[src/rtl/led_ctrl_pkg.sv]
// Shared register map and address decode for the LED controller.
// Blink logic is built only when LED_CTRL_BLINK_EN is defined.
package led_ctrl_pkg;

   localparam logic [31:0] ADDR_VER    = 32'h0000_0000;
   localparam logic [31:0] ADDR_VAL    = 32'h0000_0004;
   localparam logic [31:0] ADDR_MODE   = 32'h0000_0008;
   localparam logic [31:0] ADDR_PERIOD = 32'h0000_000C;
   localparam logic [31:0] ADDR_STATUS = 32'h0000_0010;

   localparam logic [31:0] HW_VER = 32'h0000_0002;

   localparam int LED_N = 4;

   typedef enum logic [2:0] {
      SEL_NONE,
      SEL_VER,
      SEL_VAL,
      SEL_MODE,
      SEL_PERIOD,
      SEL_STATUS
   } reg_sel_e;

   // Full 32-bit compare: aliases of the map are unmapped.
   function automatic reg_sel_e decode_addr(input logic [31:0] addr);
      reg_sel_e sel;
      sel = SEL_NONE;
      case (addr)
         ADDR_VER:    sel = SEL_VER;
         ADDR_VAL:    sel = SEL_VAL;
         ADDR_MODE:   sel = SEL_MODE;
         ADDR_PERIOD: sel = SEL_PERIOD;
         ADDR_STATUS: sel = SEL_STATUS;
         default:     sel = SEL_NONE;
      endcase
      return sel;
   endfunction

endpackage

[src/rtl/led_blink_timer.sv]
// Half-period counter and blink phase for the LED controller.
// Only instantiated when LED_CTRL_BLINK_EN is defined.
module led_blink_timer
   import led_ctrl_pkg::*;
#(
   parameter int CNT_W = 24
) (
   input  logic             clk,
   input  logic             rst,
   input  logic [CNT_W-1:0] period,
   input  logic             period_wr,
   output logic             phase
);

   logic [CNT_W-1:0] cnt;
   logic [CNT_W-1:0] cnt_nxt;
   logic             phase_nxt;
   logic             wrap;

   assign wrap = (period != '0) && (cnt == period - CNT_W'(1));

   // A PERIOD write restarts the half-period so a shrink never skips a wrap.
   always_comb begin
      cnt_nxt   = cnt;
      phase_nxt = phase;
      if (period_wr) begin
         cnt_nxt = '0;
      end else if (period == '0) begin
         cnt_nxt = '0;
      end else if (wrap) begin
         cnt_nxt   = '0;
         phase_nxt = ~phase;
      end else begin
         cnt_nxt = cnt + CNT_W'(1);
      end
   end

   always_ff @(posedge clk) begin
      if (rst) begin
         cnt   <= '0;
         phase <= 1'b0;
      end else begin
         cnt   <= cnt_nxt;
         phase <= phase_nxt;
      end
   end

endmodule

[src/rtl/led_ctrl.sv]
// Memory-mapped 4-LED controller with optional blink support.
// Blink mode, PERIOD and phase exist only with LED_CTRL_BLINK_EN.
module led_ctrl
   import led_ctrl_pkg::*;
#(
   parameter int CNT_W = 24
) (
   input  logic        clk,
   input  logic        rst,
   input  logic        wr,
   input  logic [31:0] waddr,
   input  logic [31:0] wdata,
   input  logic        rd,
   input  logic [31:0] raddr,
   output logic [31:0] rdata,
   output logic [3:0]  led_pin
);

   reg_sel_e         wsel;
   reg_sel_e         rsel;
   logic [LED_N-1:0] val;
   logic [LED_N-1:0] next_pin;
   logic [31:0]      mode_rd;
   logic [31:0]      period_rd;
   logic [31:0]      rmux;
   logic             phase;
   logic             wen_val;
   logic             unused_wdata;

   assign wsel    = decode_addr(waddr);
   assign rsel    = decode_addr(raddr);
   assign wen_val = wr && (wsel == SEL_VAL);

   assign unused_wdata = ^wdata;

   always_ff @(posedge clk) begin
      if (rst) begin
         val <= '0;
      end else if (wen_val) begin
         val <= wdata[LED_N-1:0];
      end
   end

`ifdef LED_CTRL_BLINK_EN

   logic [LED_N-1:0] mode;
   logic [CNT_W-1:0] period;
   logic             wen_mode;
   logic             wen_period;

   assign wen_mode   = wr && (wsel == SEL_MODE);
   assign wen_period = wr && (wsel == SEL_PERIOD);

   always_ff @(posedge clk) begin
      if (rst) begin
         mode   <= '0;
         period <= '0;
      end else begin
         if (wen_mode) begin
            mode <= wdata[LED_N-1:0];
         end
         if (wen_period) begin
            period <= wdata[CNT_W-1:0];
         end
      end
   end

   led_blink_timer #(
      .CNT_W(CNT_W)
   ) u_timer (
      .clk      (clk),
      .rst      (rst),
      .period   (period),
      .period_wr(wen_period),
      .phase    (phase)
   );

   always_comb begin
      mode_rd = '0;
      mode_rd[LED_N-1:0] = mode;
   end

   always_comb begin
      period_rd = '0;
      period_rd[CNT_W-1:0] = period;
   end

   always_comb begin
      next_pin = '0;
      for (int i = 0; i < LED_N; i++) begin
         next_pin[i] = mode[i] ? (val[i] & phase) : val[i];
      end
   end

`else

   assign phase     = 1'b0;
   assign mode_rd   = '0;
   assign period_rd = '0;
   assign next_pin  = val;

`endif

   // Read mux sees pre-edge state, so a same-cycle write is not visible.
   always_comb begin
      rmux = '0;
      case (rsel)
         SEL_VER:    rmux = HW_VER;
         SEL_VAL:    rmux = {28'h0, val};
         SEL_MODE:   rmux = mode_rd;
         SEL_PERIOD: rmux = period_rd;
         SEL_STATUS: rmux = {27'h0, phase, led_pin};
         default:    rmux = '0;
      endcase
   end

   always_ff @(posedge clk) begin
      if (rst) begin
         rdata   <= '0;
         led_pin <= '0;
      end else begin
         if (rd) begin
            rdata <= rmux;
         end
         led_pin <= next_pin;
      end
   end

endmodule
[config.mk]
export PLATFORM = sky130hd
export DESIGN_NAME = led_ctrl
export DESIGN_NICKNAME = d
export VERILOG_FILES = /design/src/rtl/led_ctrl_pkg.sv /design/src/rtl/led_blink_timer.sv /design/src/rtl/led_ctrl.sv
export SDC_FILE = /design/constraint.sdc
export NUM_CORES = 1
export LEC_CHECK = 0
export CORE_MARGIN = 5
export CORE_UTILIZATION = 22
export DETAILED_ROUTE_END_ITERATION = 8
export PLACE_DENSITY_LB_ADDON = 0.15
export SYNTH_ARGS = -nofsm -noshare
export SYNTH_HDL_FRONTEND = slang
export SYNTH_SLANG_ARGS = --single-unit
[constraint.sdc]
create_clock -name clk -period 1.8 [get_ports clk]
set_input_delay 0.27 -clock clk [delete_from_list [all_inputs] [get_ports clk]]
set_output_delay 0.27 -clock clk [all_outputs]
set_load 0.05 [all_outputs]
==> impl_metrics.csv <==
group,metric,value,unit
grt,grt_max_degree,9,
critical_path,r2r_end,"rdata[1]",
critical_path,critPathArrivalTime,1840,ps
sta,min_period_over_period,0.9568,
final_layout,drive_gt1_frac,0.06630,
clock_network,cts-htree-levels,1,
sta,setup_violations,0,
hold_path,worstHoldPathType,"reg2reg",
final_layout,synthToLayoutAreaGrowth,96.98,%
critical_path,crit_path_end,"next_pin[0]",
synth,synth_top_area_share,0.2896,
routing,drt_wl_total,2.697,mm
routing,drt_first_iter_violations,14,
die,die_area,0.005099,mm2
routing,drc_errors,0,
synth,ys_seq_area_frac,0.2896,
place,dpl_cell_area,0.001570,mm2
place,hpwl,2.563,mm
final_layout,fillers,356,
sta,skew,3.906,ps
synth,syn_inst,99,
grt,grt_antenna_before_repair,0,
grt,grt_pass1_wl,3.953,mm
routing,drt_first_pass_iters,4,
critical_path,reg2reg_slack,840,ps
sta,max_freq,580.6,MHz
clock_network,cts_root_buf,"clkbuf_8",
synth,syn_avg_cell_area,8.379,um2
power_and_ir_drop,peakVddDrop,0.0002702,V
die,fp.dieH,71.41,um
sta,min_period,1722,ps
die,die_x,71.41,um
clock_network,numCtsBuffers,3,
critical_path,endpoint_kind,"flop",
synth,yosysUniqueCellTypes,24,
final_layout,fin_util,0.4463,
routing,vias,934,
flow_run,drv_cap,0,
run_status,status,"finished, final reports clean",
die,pin_count,136,
clock_network,clkLatencyLatePin,240,ps
routing,viasPerCell,4.079,
synth,netlist_area,829.5,um2
sta,relSlewSlack,0.6650,
critical_path,cp_max_fo,4,
synth,synth_top_area_cell,"dfxtp_1",
clock_network,cts.reportedPaths.clkPinSlew,50,ps
final_layout,stdcell_area,0.001634,mm2
sta,rsz0062_at_grt,"false",
final_layout,antenna_cells,0,
routing,ant_nets,0,
grt,grt_usage,0.09988,
sta,hold_viol,0,
clock_network,cts_sinks,12,
power_and_ir_drop,leakage,0.6089,nW
power_and_ir_drop,power_density,527.2,mW/mm2
place,numPortBuffers,79,
die,start_util,0.2266,
final_layout,finalNetCount,282,
hold_path,holdPathStages,2,
clock_network,hold_buffers,0,
clock_network,cts_buffer_depth,2,
grt,grt.overflow.total,0,
critical_path,worst_setup_path_start_kind,"primary input",
synth,yosysWarnings,0,
sta,worst_pin_slew,500.9,ps
critical_path,r2r_cells,4,
critical_path,critical_path_class,"in2reg",
critical_path,r2r_start,"led_pin[1]",
sta,slew_viol_final,0,
die,core,0.003661,mm2
critical_path,crit_start,"waddr[29]",
routing,wl_per_cell,11.78,um
synth,netlist_top_cells_area,"dfxtp_1 (29%), buf_4 (25%), nor4_1 (9.0%), mux2i_1 (4.8%), nor2b_1 (3.8%)",
synth,synth.ff_latch_count,12,
place,gp_congestion,0.7245,
grt,grt_pass1_vias,935,
critical_path,critPathRequiredTime,1920,ps
clock_network,cts_tree,"built",
die,rows,22,
## critical path, cell delays in order
cell,delay [ps]
clkdlybuf4s50_1,400
nor4_1,310
nand4_1,220
nor3_4,350
mux2i_1,230
nor2_1,60
## cells in the mapped netlist
cell type  instances
a211oi_1           1
a21oi_1            1
a22oi_1            3
buf_4             28
clkbuf_1           1
conb_1             1
dfxtp_1           12
inv_1              1
mux2i_1            4
nand2_1            5
nand2b_1           1
nand3_1            1
nand4_1            3
nor2_1             8
nor2b_1            5
nor3_1             2
nor3_4             1
nor4_1            12
nor4_2             1
nor4b_2            2
o211ai_1           1
o21ai_0            1
o21ai_1            3
or4_4              1
## timing repair
item                       4_1_cts  5_1_grt
setup endpoints to repair        0        1
buffers inserted                 0        0
resized for setup                0        1
## per-layer routing
layer / GRT usage / routed length [um] / share of wire / up-vias
li1: - / - / - / 464
met1: 0.08550 / 846 / 0.31 / 417
met2: 0.1969 / 1529 / 0.57 / 51
met3: 0.05470 / 304 / 0.11 / 2
met4: 0.02505 / 17 / 0.0063 / 0
met5: 0 / 0 / 0 / -
## placed cells by master, fill, tap and decap left out, drive strengths merged
cell type and instances:
a22oi 3, nand3 1, a211oi 1, a21oi 1, nand2 5, nor2 8
nor4 13, clkbuf 4, dfxtp 12, conb 28, nand2b 1, or4 1
o211ai 1, mux2i 4, nor3 3, buf 3, nor4b 2, clkdlybuf4s50 77
nor2b 5, inv 1, nand4 3, o21ai 4
## logic make-up after synthesis
kind of cell	share of synthesized area
muxes	0.04827
and+or+nand+nor	0.3198
DFF	0.2896
other	0.004521
buffers and inverters	0.2624
AOI/OAI and AO/OA	0.07540
## per-stage QoR
stage / setup TNS, ps / hold slack (ps) / instances / total power [W] / setup WS (ps)
floorplan: 0 / 417.2 / 126 / 0.0004632 / 437.3
global placement: -789.8 / 441.9 / 225 / 0.0005757 / -149.1
detailed placement: -972.4 / 443.9 / 225 / 0.0005790 / -195.0
CTS: 0 / 451.4 / 229 / 0.0008729 / 60.64
global route: 0 / 469.3 / 229 / 0.0009025 / 2.759
finish: 0 / 445.2 / 229 / 0.0008615 / 77.70
## sequential cells by signal, indices dropped and copies added (netlist names)
name and flops:
led_pin 4, next_pin 4, rdata 4
## cell type report
class,count,area (um2),area share
clock buffer,4,55.05,0.03369
inverter,1,3.754,0.002297
multi-input combinational,84,481.7,0.2948
sequential,12,240.2,0.1470
tap,48,60.06,0.03675
timing repair buffer,80,793.3,0.4855
## worst min-delay path by stage
stage                  end  startpoint
3_5_place_dp      rdata[3]    rdata[3]
2_1_floorplan  next_pin[1]    wdata[1]
3_3_place_gp      rdata[3]    rdata[3]
4_1_cts           rdata[3]    rdata[3]
6_report          rdata[3]    rdata[3]
5_1_grt           rdata[3]    rdata[3]
## power breakdown
| group | total, W | switching, W | leakage, nW | internal [W] |
|---|---|---|---|---|
| logic | 0.000309 | 0.000165 | 0.484 | 0.000144 |
| registers | 0.000266 | 0.0000000000000156 | 0.0966 | 0.000266 |
| clock network | 0.000287 | 0.0000941 | 0.0288 | 0.000193 |
Power figures use the tool's default switching activity.
